## config.mk

```make
export PLATFORM = sky130hd
export DESIGN_NAME = ram_sdp
export DESIGN_NICKNAME = d
export VERILOG_FILES = /design/src/rtl/ram_pkg.sv /design/src/rtl/ram_clear_seq.sv /design/src/rtl/ram_sdp.sv
export SDC_FILE = /design/constraint.sdc
export NUM_CORES = 1
export LEC_CHECK = 0
export ABC_AREA = 1
export BUFFER_PORTS_ARGS = -buffer_cell sky130_fd_sc_hd__buf_2
export CAP_MARGIN = 25
export CORE_UTILIZATION = 50
export CTS_CLUSTER_SIZE = 14
export DETAILED_ROUTE_END_ITERATION = 12
export GPL_TIMING_DRIVEN = 0
export MAX_ROUTING_LAYER = met4
export PLACE_DENSITY = 0.65
export SYNTH_ARGS = -nofsm -noshare
export SYNTH_HDL_FRONTEND = slang
export SYNTH_SLANG_ARGS = --single-unit
export TNS_END_PERCENT = 10
```

## constraint.sdc

```tcl
create_clock -name clk -period 4.5 [get_ports clk]
set_input_delay 1.35 -clock clk [delete_from_list [all_inputs] [get_ports clk]]
set_output_delay 1.35 -clock clk [all_outputs]
set_load 0.02 [all_outputs]
```

## src/rtl/ram_pkg.sv

```systemverilog
// Shared types and default parameters for the simple dual-port RAM slice.
package ram_pkg;

    typedef enum logic {
        IDLE  = 1'b0,
        CLEAR = 1'b1
    } clr_state_t;

    localparam int DEF_DATA_W = 8;
    localparam int DEF_ADDR_W = 4;
    localparam int DEF_RD_LAT = 1;

endpackage

```

## src/rtl/ram_clear_seq.sv

```systemverilog
// Clear sequencer: sweeps zero writes across the whole array, one word per cycle,
// and holds busy high while the sweep runs.
module ram_clear_seq
    import ram_pkg::*;
#(
    parameter int ADDR_W = DEF_ADDR_W
) (
    input  logic              clk,
    input  logic              rst,
    input  logic              clr_req,
    output logic              busy,
    output logic              clr_we,
    output logic [ADDR_W-1:0] clr_addr
);

    localparam logic [ADDR_W-1:0] LAST_ADDR = '1;

    clr_state_t        state_reg, state_next;
    logic [ADDR_W-1:0] addr_reg, addr_next;

    // Reset lands in CLEAR so the array is always zeroed before first use.
    always_ff @(posedge clk) begin
        if (rst) begin
            state_reg <= CLEAR;
            addr_reg  <= '0;
        end else begin
            state_reg <= state_next;
            addr_reg  <= addr_next;
        end
    end

    always_comb begin
        state_next = state_reg;
        addr_next  = addr_reg;
        case (state_reg)
            IDLE: begin
                if (clr_req) begin
                    state_next = CLEAR;
                    addr_next  = '0;
                end
            end
            CLEAR: begin
                if (addr_reg == LAST_ADDR) begin
                    state_next = IDLE;
                end else begin
                    addr_next = addr_reg + 1'b1;
                end
            end
            default: state_next = IDLE;
        endcase
    end

    assign busy     = (state_reg == CLEAR);
    assign clr_we   = busy;
    assign clr_addr = addr_reg;

endmodule

```

## src/rtl/ram_sdp.sv

```systemverilog
// Simple dual-port RAM with byte enables, write-first same-address reads,
// 1- or 2-cycle read latency and a whole-array clear sweep.
module ram_sdp
    import ram_pkg::*;
#(
    parameter int DATA_W = DEF_DATA_W,
    parameter int ADDR_W = DEF_ADDR_W,
    parameter int RD_LAT = DEF_RD_LAT
) (
    input  logic                   clk,
    input  logic                   rst,
    input  logic                   we,
    input  logic [DATA_W/8-1:0]    be,
    input  logic [ADDR_W-1:0]      waddr,
    input  logic [DATA_W-1:0]      data_in,
    input  logic                   re,
    input  logic [ADDR_W-1:0]      raddr,
    output logic [DATA_W-1:0]      data_out,
    output logic                   rd_valid,
    input  logic                   clr_req,
    output logic                   busy
);

    localparam int DEPTH = 2**ADDR_W;
    localparam int BE_W  = DATA_W / 8;

    logic              clr_we;
    logic [ADDR_W-1:0] clr_addr;

    ram_clear_seq #(
        .ADDR_W(ADDR_W)
    ) u_clear_seq (
        .clk     (clk),
        .rst     (rst),
        .clr_req (clr_req),
        .busy    (busy),
        .clr_we  (clr_we),
        .clr_addr(clr_addr)
    );

    logic wr_fire;
    logic rd_fire;
    logic same_addr;

    assign wr_fire   = we && !busy;
    assign rd_fire   = re && !busy;
    assign same_addr = (waddr == raddr);

    logic [DATA_W-1:0] rd_word;

    // One 8-bit array per byte lane so byte enables map onto plain write enables.
    genvar gi;
    generate
        for (gi = 0; gi < BE_W; gi++) begin : g_lane
            logic [7:0]        mem [DEPTH];
            logic              lane_we;
            logic [ADDR_W-1:0] lane_addr;
            logic [7:0]        lane_wdata;
            logic [7:0]        rd_byte_reg;

            assign lane_we    = clr_we || (wr_fire && be[gi]);
            assign lane_addr  = clr_we ? clr_addr : waddr;
            assign lane_wdata = clr_we ? 8'h00 : data_in[gi*8 +: 8];

            always_ff @(posedge clk) begin
                if (lane_we) begin
                    mem[lane_addr] <= lane_wdata;
                end
            end

            // Same-edge write to the read address bypasses the array (write-first).
            always_ff @(posedge clk) begin
                if (rst) begin
                    rd_byte_reg <= '0;
                end else if (rd_fire) begin
                    rd_byte_reg <= (wr_fire && be[gi] && same_addr) ?
                                   data_in[gi*8 +: 8] : mem[raddr];
                end
            end

            assign rd_word[gi*8 +: 8] = rd_byte_reg;
        end
    endgenerate

    logic rd_pend_reg;

    always_ff @(posedge clk) begin
        if (rst) begin
            rd_pend_reg <= 1'b0;
        end else begin
            rd_pend_reg <= rd_fire;
        end
    end

    generate
        if (RD_LAT == 2) begin : g_lat2
            logic [DATA_W-1:0] data_out_reg;
            logic              rd_valid_reg;

            always_ff @(posedge clk) begin
                if (rst) begin
                    data_out_reg <= '0;
                    rd_valid_reg <= 1'b0;
                end else begin
                    rd_valid_reg <= rd_pend_reg;
                    if (rd_pend_reg) begin
                        data_out_reg <= rd_word;
                    end
                end
            end

            assign data_out = data_out_reg;
            assign rd_valid = rd_valid_reg;
        end else begin : g_lat1
            assign data_out = rd_word;
            assign rd_valid = rd_pend_reg;
        end
    endgenerate

endmodule

```

Word-level counts from Yosys, hierarchy flattened
Memory sizes are Yosys's and may differ from the RTL's. A register that Yosys moved wholly into a read port is not among the register bits.
Cells that the tools add are included.
{"block": "totals", "memories": 1, "ram_bits": 128, "ff_bits": 6, "input_bits": 22, "output_inout_bits": 10, "wordCells": 25}
{"block": "classes", "muxes": 10, "n_eq_ne": 3, "bitwise_logic": 1, "add_sub_neg": 1, "reduce_logical": 6}
{"memory": "g_lane[0].mem", "words": 16, "width": 8, "rd": 1, "rd_clocked_by_memory_dff": 1, "wr": 1, "line_no": "ram_sdp.sv:55", "source": "logic [7:0] mem [DEPTH];"}
{"cell": "4-bit 2-to-1 mux", "count": 3}
{"cell": "8-bit 2-to-1 mux", "count": 1}
{"cell": "4-bit one-hot mux with 2 select lines", "count": 1}
{"cell": "4-bit by 1-bit adder with 4-bit output (second input constant)", "count": 1}
{"cell": "4-bit == test (second input constant)", "count": 1}
{"cell": "1-bit 2-to-1 mux", "count": 4}
{"cell": "2-bit != test (second input constant)", "count": 2}
{"cell": "1-bit logical AND", "count": 3}
{"cell": "1-bit one-hot mux with 2 select lines", "count": 1}
{"cell": "2-bit AND reduction", "count": 1}
{"cell": "1-bit zero test", "count": 1}
{"cell": "1-bit logical OR", "count": 1}
{"cell": "1-bit NOT", "count": 1}

Logic depth before layout (Yosys ltp)
Gate-level depths: netlist of run 1.
{"block": "logic_depth", "ltp_word": 6, "depth_mapped": 11, "ltp_nobuf": 9}

Hierarchy
A second synthesis of run 1 with hierarchy kept.
{"block": "unflattened", "cells_unflattened": 608, "hier_area_um2": 6223.5}
{"mod": "ram_sdp", "seq_area_each_um2": 4023.9, "n_inst": 1, "area_per_inst_um2": 5964.5, "cells_per_inst": 575}
{"mod": "ram_clear_seq", "seq_area_each_um2": 100.1, "n_inst": 1, "area_per_inst_um2": 259.0, "cells_per_inst": 33}

Worst setup path before layout of run 1
OpenSTA, ideal clock, no wires.
{"block": "synth_path", "kind": "input to register", "startpoint": "input waddr[2]", "endpoint": "memory g_lane[0].mem[4][0], enable pin", "required_ps": 4130, "arrival_time_ps": 2101, "slack_ps": 2029, "path_stages": 4, "setup_time_ps": 370, "path_buffers": 0, "path_cell_list": "inv_1 -> o21ai_2 -> nand3_1 -> nor2_1"}
{"block": "synth_via", "elab_chain_len": 1}
{"item": "from (decl)", "line_no": "ram_sdp.sv:14", "source": "input logic [ADDR_W-1:0] waddr,"}
{"item": "4-bit 2-to-1 mux", "line_no": "ram_sdp.sv:62", "source": "assign lane_addr = clr_we ? clr_addr : waddr;"}
{"item": "to (decl)", "line_no": "ram_sdp.sv:55"}
No other way between the ends.

==> qor.txt, run 1 <==
Via/cell ratio: 5.22
Pint: 2310 uW
Worst-path clk slew: 0.06 ns
Max VDD drop: 0.291 mV
Sequential area share after synthesis: 63.4%
Antenna cells: 0
Status: finished, final reports clean
Post-CTS Setup Bufs: 0
Clock power frac: 44.3%
Initial Util: 51.3%
Leading cell type in the layout, fill and taps excluded: nand2_1
Rel. slew slack: 41.9%
Final TNS setup: 0 ns
RSZ-0062 raised after global routing: false
Largest cells by area after synthesis: edfxtp_1 (59%), nand2_1 (11%), nand3_1 (8.5%)
# nets final: 751
Pwr per Cell Area: 400 nW/um^2
# resized after CTS: 0
CP Class: in2reg
Initial antenna violation count: 0
Detailed Route WL: 16600 um
CTS tree: done
First-pass GRT wire length: 25400 um
Max Fclk: 0.387 GHz
Sw power: 690 uW
Iteration-0 DRC Markers: 531
Synth unique cells: 25
CTS sink count: 142
Worst path required time: 4.80 ns
Chip Height: 116 um
Switching share of total power: 23.0%
Clock Root Buffer: clkbuf_16
Hold_buf cts: 0
Routability cong.: 0.909
Worst min-delay path class: reg2reg
CP most frequent cell: nand3_1
Final count of hold timing violations: 0
Synth area leader: edfxtp_1
Vias: 4766
First-pass iteration count of the detailed router: 5
Period utilization: 57.4%
Clock Tree Buf Depth: 2
Synth-to-layout area growth: 15.4%
Die X: 116 um
CP arrival: 2.88 ns
Clock skew: 0.0111 ns
Die area: 13500 um^2
Drt drc: 0
Mean Syn Cell Area: 9.67 um^2
CP Launch Type: input port
Detailed-placement wirelength estimate: 11900 um
Final min period: 2.58 ns
Routed length per instance: 18.2 um
Comb power frac: 7.1%
Final Slew Violations: 0
Post-synth top area share: 59.1%
TritonCTS Buffers: 17
CP Capture Type: flop
Finished Core Util: 59.3%
H-tree lvl count: 4
Worst skew pair latency: 0.43 ns
Core ar.: 12700 um^2
Syn Inst Count: 673
Crit path max fanout: 10
Leak: 0.00333 uW
Vias in the first global route: 4548
Cell Rows: 41
Port bufs: 28
Synthesized area: 6500 um^2
Ports: 32
ANT nets after route: 0
Largest net degree at the start of global routing: 17
GRT Util Overall: 27.8%
Final Setup Violations: 0
Max_cap viols: 0
Layout cell share with drive strength beyond 1: 15.7%
Seq cells post-synth: 142
Max FFs per register: 128
Most frequent cells in the layout: nand2_1 (190), edfxtp_1 (128), inv_1 (120)
Syn. warnings: 0
Slowest-stage cell, CP: buf_2
Slew @ Worst Pin: 0.868 ns
Share of power burned in registers: 48.5%
Sequence of cells on the critical path: buf_2 -> inv_1 -> buf_2 -> buf_2 -> nand2_1 -> nand3_1 -> nand3_1 -> nand3_1 -> nand3_2 -> nand3_1 -> a21oi_1
Syn nets: 696
CP peak stage delay: 0.33 ns
GR Overflow Total: 0
Fillers: 1103
final timing paths:
kind	from	slack (ns)	cells after the start	endpoint
max	raddr[0]	1.92	11	data_out[2]$_SDFFE_PP0P_
min	data_out[1]$_SDFFE_PP0P_	0.46	2	data_out[1]$_SDFFE_PP0P_
max reg2reg	u_clear_seq.busy$_SDFF_PP1_	2.41	5	g_lane[0].mem[9][4]$_DFFE_PP_
min reg2reg	data_out[1]$_SDFFE_PP0P_	0.46	2	data_out[1]$_SDFFE_PP0P_
logic make-up (layout without fill, tap and decap cells):
family                   count (synthesis)  after routing  share of synthesized area (%)
buffers and inverters                  152            220                           9.29
AND/OR/NAND/NOR                        361            361                           25.6
flip-flops                             142            142                           63.4
adder cells (fa/ha/maj)                  1              1                          0.192
AO/OA/AOI/OAI                           16             16                           1.40
XOR/XNOR                                 1              1                          0.135
routing by layer:
metal	track usage [%]	up-vias	share of wire, %
li1	-	2293	-
met1	38.0	2268	45
met2	41.3	177	46
met3	5.02	28	6.1
met4	11.2	0	2.4
met5	-	-	0
final cells by class:
cell class	instances	area, um^2	area share (%)
multi-input combinational	379	1780	23.7
clock buffer	23	478	6.37
timing repair buffer	36	223	2.97
tap	172	215	2.87
clock inverter	9	87.6	1.17
sequential	142	4120	54.9
buffer	28	139	1.85
inverter	124	465	6.20
synthesized netlist by cell type (all sizes together):
| cell | n |
|---|---|
| nand3 | 123 |
| edfxtp | 128 |
| nand4 | 10 |
| xor2 | 1 |
| a21oi | 10 |
| o21ai | 5 |
| clkinv | 1 |
| inv | 123 |
| a311oi | 1 |
| buf | 24 |
| nand2 | 199 |
| dfxtp | 14 |
| nor2 | 29 |
| clkbuf | 4 |
| ha | 1 |
per-stage QoR:
stage / power [uW] / area [um^2] / hold slack (ns) / instances / setup WS, ns
6_report: 3000 / 7510 / 0.464 / 913 / 1.92
5_1_grt: 3090 / 7510 / 0.489 / 913 / 1.84
4_1_cts: 3010 / 7490 / 0.467 / 911 / 1.93
3_5_place_dp: 1690 / 6930 / 0.458 / 879 / 1.50
3_3_place_gp: 1690 / 6860 / 0.455 / 873 / 1.49
2_1_floorplan: 1620 / 6500 / 0.489 / 673 / 2.03
critical path, delay by kind of cell:
family / cells / cell delay (ns)
AND/OR/NAND/NOR: 6 / 0.69
AO/OA/AOI/OAI: 1 / 0.07
buffers and inverters: 4 / 0.76
power by group through the flow:
stage	logic (uW)	registers, uW	clock network [uW]
6_report	214	1460	1330
5_1_grt	235	1460	1400
4_1_cts	211	1460	1340
3_5_place_dp	211	1480	0
3_3_place_gp	206	1480	0
2_1_floorplan	142	1480	0
(Power assumes the default switching activity.)
==> inputs of run 2 (changes only) <==
--- a/config.mk
+++ b/config.mk
@@ -13,7 +13,7 @@
 export DETAILED_ROUTE_END_ITERATION = 12
 export GPL_TIMING_DRIVEN = 0
 export MAX_ROUTING_LAYER = met4
-export PLACE_DENSITY = 0.65
+export PLACE_DENSITY = 0.68
 export SYNTH_ARGS = -nofsm -noshare
 export SYNTH_HDL_FRONTEND = slang
 export SYNTH_SLANG_ARGS = --single-unit
==> constraint.sdc (replaced) <==
create_clock -name clk -period 2.25 [get_ports clk]
set_input_delay 0.675 -clock clk [delete_from_list [all_inputs] [get_ports clk]]
set_output_delay 0.675 -clock clk [all_outputs]
set_load 0.02 [all_outputs]
==> run 2 against run 1 <==
Critical path depth is 6 lower. Count of clock-buffer cells in the layout decreased by 4. First-iteration DRC count decreased by 24%. Combinational power up 97%. Hold slack better by 0.0087 ns. Critical path type is now reg2reg. Largest power group unchanged. Highest routed layer unchanged.
==> qor.txt, run 2 (synthesis results as in run 1) <==
Dpl cells: 880
Final count of hold timing violations: 0
Fillers: 1043
Final Setup Violations: 0
Detailed Route WL: 15700 um
GR Overflow Total: 0
Final Non-Filler Cells: 913
Chip Height: 116 um
GRT met2 Usage: 39.4%
Routability cong.: 0.964
GR Util met3: 5.91%
GRT met1 Usage: 35.0%
Pwr per Cell Area: 781 nW/um^2
First-pass GRT wire length: 24100 um
Worst path required time: 2.30 ns
Largest net degree at the start of global routing: 17
Clock Root Buffer: clkbuf_16
Core ar.: 12700 um^2
Clock Tree Buf Depth: 2
Worst-path clk slew: 0.06 ns
First-pass iteration count of the detailed router: 5
Rel. slew slack: 44.3%
Routed length per instance: 17.2 um
Pre-CTS setup slack: -0.0867 ns
Worst skew pair latency: 0.42 ns
Ports: 32
CP Capture Type: flop
ANT nets after route: 0
Drt drc: 0
Final min period: 2.13 ns
Crit path max fanout: 8
Final TNS setup: 0 ns
Leak: 0.00332 uW
Hold_buf cts: 0
# resized after CTS: 0
Max VDD drop: 0.605 mV
CP arrival: 2.18 ns
Period utilization: 94.9%
CP Class: reg2reg
CP Launch Type: flop
Port bufs: 28
Worst min-delay path class: reg2reg
CTS sink count: 142
Detailed-placement wirelength estimate: 11300 um
Initial antenna violation count: 0
Via/cell ratio: 5.20
Post-CTS Setup Bufs: 0
Status: finished, final reports clean
Cell Rows: 41
Max FFs per register: 128
Die area: 13500 um^2
Slew @ Worst Pin: 0.832 ns
Leading cell type in the layout, fill and taps excluded: nand2_1
Layout cell share with drive strength beyond 1: 15.4%
Final Slew Violations: 0
Die X: 116 um
GRT Util Overall: 26.5%
Final worst slack: 0.116 ns
TritonCTS Buffers: 17
Initial Util: 51.3%
Synth-to-layout area growth: 15.0%
Clock skew: 0.00983 ns
CTS tree: done
Most frequent cells in the layout: nand2_1 (190), edfxtp_1 (128), inv_1 (120)
# nets final: 751
FF/Latch Area: 4120 um^2
Iteration-0 DRC Markers: 404
Vias in the first global route: 4308
Vias: 4748
Most Crowded Layer GR: met2
Multi-input logic area: 1780 um^2
Max_cap viols: 0
RSZ-0062 raised after global routing: true
Antenna cells: 0
Max Fclk: 0.469 GHz
H-tree lvl count: 4
Hold_ws: 0.473 ns
==> run 2: changes by cell type in the layout (fill, tap and decap cells not counted), sizes merged <==
| cell | change |
|---|---|
| clkinv | +5 |
| clkbuf | -4 |
| clkinvlp | -1 |
==> run 2: worst max-delay path, stage by stage, from the launching register on <==
cell	delay, ns
dfxtp_1	0.35
inv_1	0.27
nand2_1	0.13
nand2_1	0.14
nand2_1	0.17
nor2_1	0.69
==> run 2: worst paths after layout <==
path / startpoint / to / slack, ns / cells after the start
hold / removal: data_out[2]$_SDFFE_PP0P_ / data_out[2]$_SDFFE_PP0P_ / 0.47 / 2
hold reg to reg: data_out[2]$_SDFFE_PP0P_ / data_out[2]$_SDFFE_PP0P_ / 0.47 / 2
setup / recovery: u_clear_seq.busy$_SDFF_PP1_ / g_lane[0].mem[9][4]$_DFFE_PP_ / 0.12 / 5
setup reg to reg: u_clear_seq.busy$_SDFF_PP1_ / g_lane[0].mem[9][4]$_DFFE_PP_ / 0.12 / 5
==> run 2: per-layer routing <==
metal	vias up	share of wire, %
li1	2290	-
met1	2240	42
met2	185	47
met3	33	7.7
met4	0	3.0
met5	-	0
==> run 2: power by group <==
| group | total [uW] | switching [uW] | leakage [uW] | internal [uW] |
|---|---|---|---|---|
| combinational | 422 | 297 | 0.00175 | 125 |
| clock | 2510 | 1010 | 0.000253 | 1490 |
| sequential | 2910 | 16.5 | 0.00131 | 2900 |
| total | 5840 | 1330 | 0.00332 | 4520 |
==> run 2: layout make-up <==
class | instances | share of cell area (%)
clock inverters | 13 | 1.34
inverters | 124 | 6.22
repair buffers | 36 | 3.03
well taps | 172 | 2.88
plain buffers | 28 | 1.86
flip-flops and latches | 142 | 55.1
clock buffers | 19 | 5.79
multi-input cells | 379 | 23.8
==> run 2: per-stage QoR <==
| stage | utilization, % | power, uW | cell area (um^2) |
|---|---|---|---|
| after floorplan | - | 3250 | 6500 |
| after global placement | 54.1 | 3370 | 6860 |
| after detailed placement | 54.7 | 3380 | 6940 |
| after CTS | 58.9 | 5860 | 7470 |
| after global routing | 59.1 | 6010 | 7480 |
| final | 59.1 | 5840 | 7480 |
